--- src/rtl/cardinal_ring_out_arb.sv ---
// cardinal_ring_out_arb
// Output-channel arbiter for one gold_ring router port. Up to NREQ requesters
// share one DW-bit ring link through two single-entry virtual-channel buffers.
// A free-running polarity bit p chooses which buffer may send (VC p) and which
// may accept (VC ~p), so a buffer is never read and written in the same cycle.
//
// Handshake semantics (both sides): a transfer happens on a rising edge where
// valid and ready are both 1. Upstream, valid is req_si[k] and ready is
// req_ri[k]. Downstream, out_ro is the ready and out_so reports a completed
// send. req_ri is computed combinationally from req_si/req_di, so a requester
// must not make req_si depend on req_ri. A requester that is not granted keeps
// req_si and req_di stable until it is.

module cardinal_ring_out_arb #(
   parameter int DW   = 64,
   parameter int NREQ = 3
) (
   input  logic                 clk,
   input  logic                 reset,
   output logic                 polarity,
   input  logic [NREQ-1:0]      req_si,
   input  logic [NREQ*DW-1:0]   req_di,
   output logic [NREQ-1:0]      req_ri,
   output logic                 out_so,
   output logic [DW-1:0]        out_do,
   input  logic                 out_ro,
   output logic [1:0]           vc_full
);

   localparam int PW = (NREQ > 1) ? $clog2(NREQ) : 1;

   // Registered state and next-state
   logic              pol_q, pol_d;
   logic [1:0]        full_q, full_d;
   logic [DW-1:0]     buf_q [2];
   logic [DW-1:0]     buf_d [2];
   logic [PW-1:0]     rr_q, rr_d;

   // Phase decode and arbitration results
   logic              send_vc;
   logic              acc_vc;
   logic              send;
   logic [NREQ-1:0]   eligible;
   logic [NREQ-1:0]   grant;
   logic              grant_any;
   logic [PW-1:0]     win_idx;
   logic [DW-1:0]     win_data;
   logic [PW:0]       scan_sum;
   logic [PW-1:0]     scan_idx;

   assign send_vc = pol_q;
   assign acc_vc  = ~pol_q;

   // Send side: a full send-VC goes out whenever downstream is ready
   always_comb begin
      send   = full_q[send_vc] & out_ro;
      out_so = send;
      out_do = full_q[send_vc] ? buf_q[send_vc] : '0;
   end

   // A requester is eligible only if its packet's VC bit matches the accept VC
   always_comb begin
      eligible = '0;
      for (int k = 0; k < NREQ; k++) begin
         eligible[k] = req_si[k] & (req_di[k*DW] == acc_vc);
      end
   end

   // Round-robin scan starting at rr_q; grants are suppressed in reset or when the accept VC is occupied
   always_comb begin
      grant     = '0;
      grant_any = 1'b0;
      win_idx   = '0;
      scan_sum  = '0;
      scan_idx  = '0;
      if (reset && !full_q[acc_vc]) begin
         for (int i = 0; i < NREQ; i++) begin
            scan_sum = {1'b0, rr_q} + (PW+1)'(i);
            if (scan_sum >= (PW+1)'(NREQ)) begin
               scan_sum = scan_sum - (PW+1)'(NREQ);
            end
            scan_idx = scan_sum[PW-1:0];
            if (!grant_any && eligible[scan_idx]) begin
               grant_any       = 1'b1;
               win_idx         = scan_idx;
               grant[scan_idx] = 1'b1;
            end
         end
      end
   end

   // One-hot AND-OR mux of the winning requester's packet
   always_comb begin
      win_data = '0;
      for (int k = 0; k < NREQ; k++) begin
         win_data = win_data | ({DW{grant[k]}} & req_di[k*DW +: DW]);
      end
   end

   // Next-state: send empties VC p, accept fills VC ~p; the two never touch the same buffer
   always_comb begin
      pol_d  = ~pol_q;
      full_d = full_q;
      buf_d  = buf_q;
      rr_d   = rr_q;
      if (send) begin
         full_d[send_vc] = 1'b0;
      end
      if (grant_any) begin
         full_d[acc_vc] = 1'b1;
         buf_d[acc_vc]  = win_data;
         rr_d           = (win_idx == PW'(NREQ-1)) ? '0 : win_idx + PW'(1);
      end
   end

   // State registers; reset discards any buffered packets
   always_ff @(posedge clk or negedge reset) begin
      if (!reset) begin
         pol_q    <= 1'b0;
         full_q   <= 2'b00;
         buf_q[0] <= '0;
         buf_q[1] <= '0;
         rr_q     <= '0;
      end else begin
         pol_q    <= pol_d;
         full_q   <= full_d;
         buf_q[0] <= buf_d[0];
         buf_q[1] <= buf_d[1];
         rr_q     <= rr_d;
      end
   end

   assign req_ri   = grant;
   assign vc_full  = full_q;
   assign polarity = pol_q;

endmodule

--- config.mk ---
export PLATFORM = sky130hd
export DESIGN_NAME = cardinal_ring_out_arb
export DESIGN_NICKNAME = d
export VERILOG_FILES = /design/src/rtl/cardinal_ring_out_arb.sv
export SDC_FILE = /design/constraint.sdc
export NUM_CORES = 1
export LEC_CHECK = 0
export ABC_AREA = 1
export CORE_ASPECT_RATIO = 1.4
export CORE_MARGIN = 5
export CORE_UTILIZATION = 35
export CTS_CLUSTER_SIZE = 25
export DETAILED_ROUTE_END_ITERATION = 8
export PLACE_DENSITY = 0.66
export SLEW_MARGIN = 25
export SYNTH_ARGS = -nofsm -noshare
export SYNTH_HDL_FRONTEND = slang
export SYNTH_SLANG_ARGS = --single-unit
--- constraint.sdc ---
create_clock -name clk -period 2.1 [get_ports clk]
set_clock_uncertainty 0.2 [all_clocks]
set_input_delay 0.315 -clock clk [delete_from_list [all_inputs] [get_ports clk]]
set_output_delay 0.315 -clock clk [all_outputs]
set_load 0.005 [all_outputs]
Word level (Yosys, flattened, before mapping)

Index checks and enable logic that the tools add are counted.

Register bits: 133
Input port bits: 198
Output and inout port bits: 71
Word-level logic and storage cells: 112

Add/sub/neg operators: 6
Order comparisons: 16
Eq/ne operators: 4
Multiplexer cells: 52
Bitwise gates (word level): 17
Reductions and logical operators: 12

Operators by type and width:

| kind                  | count |
|---|---|
| $mux W64              | 5 |
| $and A64 B64 Y64      | 3 |
| $bwmux W128           | 1 |
| $or A64 B64 Y64       | 2 |
| $demux W64 S1         | 1 |
| $mux W2               | 13 |
| $mux W1               | 18 |
| $mux W3               | 6 |
| $logic_and A1 B1 Y1   | 9 |
| $lt A2 B3 Y1 const B  | 3 |
| $bmux W1 S2           | 3 |
| $demux W1 S2          | 3 |
| $ge A2 B1 Y1 const B  | 3 |
| $ge A2 B2 Y1 const B  | 3 |
| $ge A3 B2 Y1 const B  | 2 |
| $or A3 B3 Y3          | 2 |
| $sub A2 B2 Y2 const B | 3 |
| $and A1 B1 Y1         | 4 |
| $lt A1 B2 Y1 const B  | 2 |
| $not A1 Y2            | 2 |
| $add A2 B1 Y3 const B | 1 |
| $add A2 B2 Y3 const B | 1 |
| $eq A1 B1 Y1          | 3 |
| $logic_not A1 Y1      | 3 |
| other kinds (9)       | 11 |

Longest topological paths before layout

Depth after elaboration: 22
Gate-level depth with buffers: 16
Gate-level depth less buffers: 15

Least setup slack after synthesis

Ideal clock, no wire load.

Path kind: flip-flop to flip-flop
Start: reg rr_q[0]
End: reg buf_q[100] (netlist name)
Library setup time: 0.117 ns
Data arrival time: 1.958 ns
Required time: 1.783 ns
Setup slack: -0.175 ns
Cell stages (with the launch flop): 17
Buffers on the path: 2
Path through: dfrtp_1 > inv_1 > ha_1 > inv_2 > nand4_2 > nand2_1 > nand2_1 > nand2_2 > a21oi_2 > nand3_1 > nand2_2 > nor2_2 > inv_2 > buf_4 > buf_4 > nand2_1 > nand2_1

Longest elaborated chain between the ends: 19
Elaborated cells between the ends (all ways): 59
Classes of those cells: add/sub (5); order compare (9); mux (31); bitwise (7); reduce/logical (7)

RTL lines:

| element                                                                | line | source |
|---|---|---|
| start: declaration                                                     | 37   | `logic [PW-1:0] rr_q, rr_d;` |
| start signal: assignment                                               | 129  | `rr_q <= rr_d;` |
| parallel branches: the longest is 19 deep, another holds $add A2 B1 Y3 | n/a  |  |
| end: declaration                                                       | 35   | `logic [DW-1:0] buf_q [2];` |

Several ways; the timed one is not identified. The select of a mux whose other input is x is not followed.
A chain may end at the register's enable or synchronous reset.

Worst setup path in the final report

Start: reg rr_q[0]
End: reg buf_q[46] (netlist name)

Same word-level chain as after synthesis.

==> metrics <==
status finished with violations; failing checks negative setup slack; post-synth top area share between 30% and 40%; min cycle time layout 2.63 ns; Slew HR 42.4%; required time of the critical path 2.20 ns; Placed Cells 1818; Synth-to-Final Area Change 83.2%; startpoint types flop; DIE AREA around 27000 µm²; #FFs+latches synth 133; wire length of the first global-routing pass 52.1 mm; CP arrival 2.73 ns; Total GRT Usage between 20% and 30%; synthesized instance count 1274; VDD IR-drop max 1.03 mV; clk slew on worst S/H paths 0.07 ns; global placement routability congestion 0.827; fraction of layout cells with a size suffix above 1 35.6%; antenna violations before repair 1; Setup Viol. Count Final 200; Iter 0 DRT Violations 661; I/O Buffers 268; maximum clock rate 0.380 GHz; Routed wire per std cell 19.6 µm; CTS Buf Count 17; DRT Wirelength 38.0 mm; NumNets Final 1814; die width 141 µm; antenna-violating nets left 0; RSZ-0062 raised after global routing true; CTS sink count around 130; Root Driver clkbuf_16; CTS tree built; largest family of logic cells by synthesized area simple AND/OR/NAND/NOR gates; final worst-path cycle share 125%; Max-Cap Viols 0; total number of vias 10000; Syn Area/Cell 6.57 µm²; Pwr Density 1470 nW/µm²; area share of and/or/nand/nor cells after synthesis between 40% and 50%; Congestion Overflow GR 0; mux share of post-synthesis cell area 0%; core area 23700 µm²; Synth area leaders dfrtp_1 (40%), nand2_1 (30%), nand3_1 (15%); num rows 67; fin cells 1936; Compound-Gate Fraction of Synth Area 1.18%; final hold vios 0; adder-cell share of the synthesized area less than 1%; vias in the first global route 9627; final worst slack -0.532 ns; Mapped Nets 1476; sequential fraction of the synthesis area 39.8%; Syn Std Cell Area 8370 µm²; CTS H-Tree Depth 4; largest net degree at the start of global routing 134; Clock Latency Late Sink 0.42 ns; Filler cells roughly 1900; XOR/XNOR Fraction of Synth Area 0%; TNS Setup -89.10 ns; CP max FO 8; critical path capture point type flop; first-pass detailed-route iteration total 7; fin. max-slew vios 0; Synth cell types 27; critical path class reg -> reg; vias per cell 5.18; IO Pins 269; Slew @ Worst Pin around 0.86 ns; final hold slack 0.271 ns; Leak a little over 8 nW; Die Ht 193 µm; Hold Path Class reg -> reg; synthesis warning total 0; DPL Wire Length 19.4 mm; initial core utilization 35.3%; clk buf depth 2; Remaining DRCs 0; Synth area leader dfrtp_1
[state kept, by name, indices dropped and copies added (netlist names)]
signal    cells
polarity      1
buf_q       128
vc_full       2
rr_q          2
[worst paths after layout]
| path | cells past startpoint | from | slack, ns | end |
|---|---|---|---|---|
| hold / removal | 2 | buf_q[63] | 0.27 | buf_q[63] |
| setup reg to reg | 16 | rr_q[0] | -0.53 | buf_q[46] |
| hold reg to reg | 2 | buf_q[63] | 0.27 | buf_q[63] |
| setup / recovery | 16 | rr_q[0] | -0.53 | buf_q[46] |
| max in group asynchronous | 3 | reset | 0.65 | buf_q[42] |
| min in group asynchronous | 3 | reset | 0.30 | rr_q[0] |
[placed cells by master, fill, tap and decap left out, drive strengths merged, types with 2 or more instances in the layout]
cell,synthesis,routed
nand2,672,674
nand3,268,268
clkdlybuf4s50,0,199
buf,57,194
dfrtp,133,133
inv,81,81
clkbuf,31,29
o21ai,8,8
nand4,8,8
clkinv,0,6
clkinvlp,0,4
nor2,4,4
ha,4,4
a21boi,3,3
bufinv,0,3
a21oi,2,2
[metrics by stage]
| step | utilization [%] | worst slack [ns] | power (mW) | instance area, µm² |
|---|---|---|---|---|
| floorplan | - | -0.0436 | 9.13 | 8440 |
| global placement | 48.9 | -0.790 | 12.5 | 11600 |
| detailed placement | 48.9 | -0.817 | 12.6 | 11600 |
| CTS | 59.4 | -0.494 | 20.3 | 14100 |
| global route | 64.6 | -0.612 | 23.6 | 15300 |
| finish | 64.6 | -0.532 | 22.6 | 15300 |
[per-layer routing]
layer  track usage [%]  vias up  wire length [µm]
li1                  -     4702                 -
met4              12.1        0              1590
met5                 0        -                 0
met2              43.8      398             20200
met1              27.8     4834             14000
met3              4.32       90              2220
[what timing repair did]
action                                  in CTS  in global routing
pin swaps                                   60                 83
endpoints found under the setup margin     201                201
cloned                                      25                 14
resized for setup                          563                219
hold buffers                                 1                  0
buffers inserted                            38                 14
hold endpoints to repair                   133                  0
[logic make-up (layout without fill, tap and decap cells)]
| group | count (synthesis) | count (layout) |
|---|---|---|
| and+or+nand+nor | 954 | 956 |
| AOI/OAI and AO/OA | 14 | 14 |
| DFF | 133 | 133 |
| other | 0 | 1 |
| adders and majority gates | 4 | 4 |
| buffers and inverters | 169 | 518 |
[cell usage after synthesis]
| cell | number |
|---|---|
| o21ai_0 | 7 |
| nand4_2 | 4 |
| a21boi_0 | 3 |
| nand2_4 | 4 |
| inv_1 | 72 |
| or2_2 | 1 |
| nor2_2 | 2 |
| dfrtp_1 | 133 |
| clkbuf_1 | 31 |
| ha_1 | 4 |
| buf_2 | 20 |
| and3_1 | 1 |
| nand3_2 | 12 |
| buf_1 | 9 |
| buf_4 | 20 |
| nand2_2 | 6 |
| a21oi_2 | 2 |
| inv_2 | 8 |
| nand3_1 | 256 |
| o21ai_4 | 1 |
| nand2_8 | 1 |
| nor2_1 | 2 |
| nand2_1 | 661 |
| nand4_1 | 4 |
| inv_6 | 1 |
| o211ai_1 | 1 |
| buf_6 | 8 |
[critical path: stages (launching register included)]
cell and delay (ns):
dfrtp_1 0.40, buf_6 0.13, ha_4 0.18, buf_6 0.13, o21ai_4 0.20, nand2_4 0.10, buf_6 0.13, nand2_4 0.08
nand2_4 0.07, nand2_4 0.09, buf_8 0.14, nand2_8 0.15, buf_16 0.21, nand3_4 0.07, nand3_4 0.10, nand2_2 0.07
nand2_2 0.06
[final cells by class]
class                           count  area (µm²)  share of cell area [%]
Antenna cell                        1        2.50                  0.0163
Tap cell                          310         388                    2.53
Inverter                           81         334                    2.18
Clock inverter                     13         173                    1.13
Multi-Input combinational cell    974        5970                    38.9
Clock buffer                       19         443                    2.89
Sequential cell                   133        3330                    21.7
Timing Repair Buffer              405        4690                    30.6
[where the power goes]
group	internal, mW	leakage [nW]	switching (mW)
registers	3.68	1.79	0.622
logic	7.03	6.08	8.06
clock network	1.92	0.287	1.24
total	12.6	8.15	9.92
No activity file was read; power rests on OpenSTA's default activity.
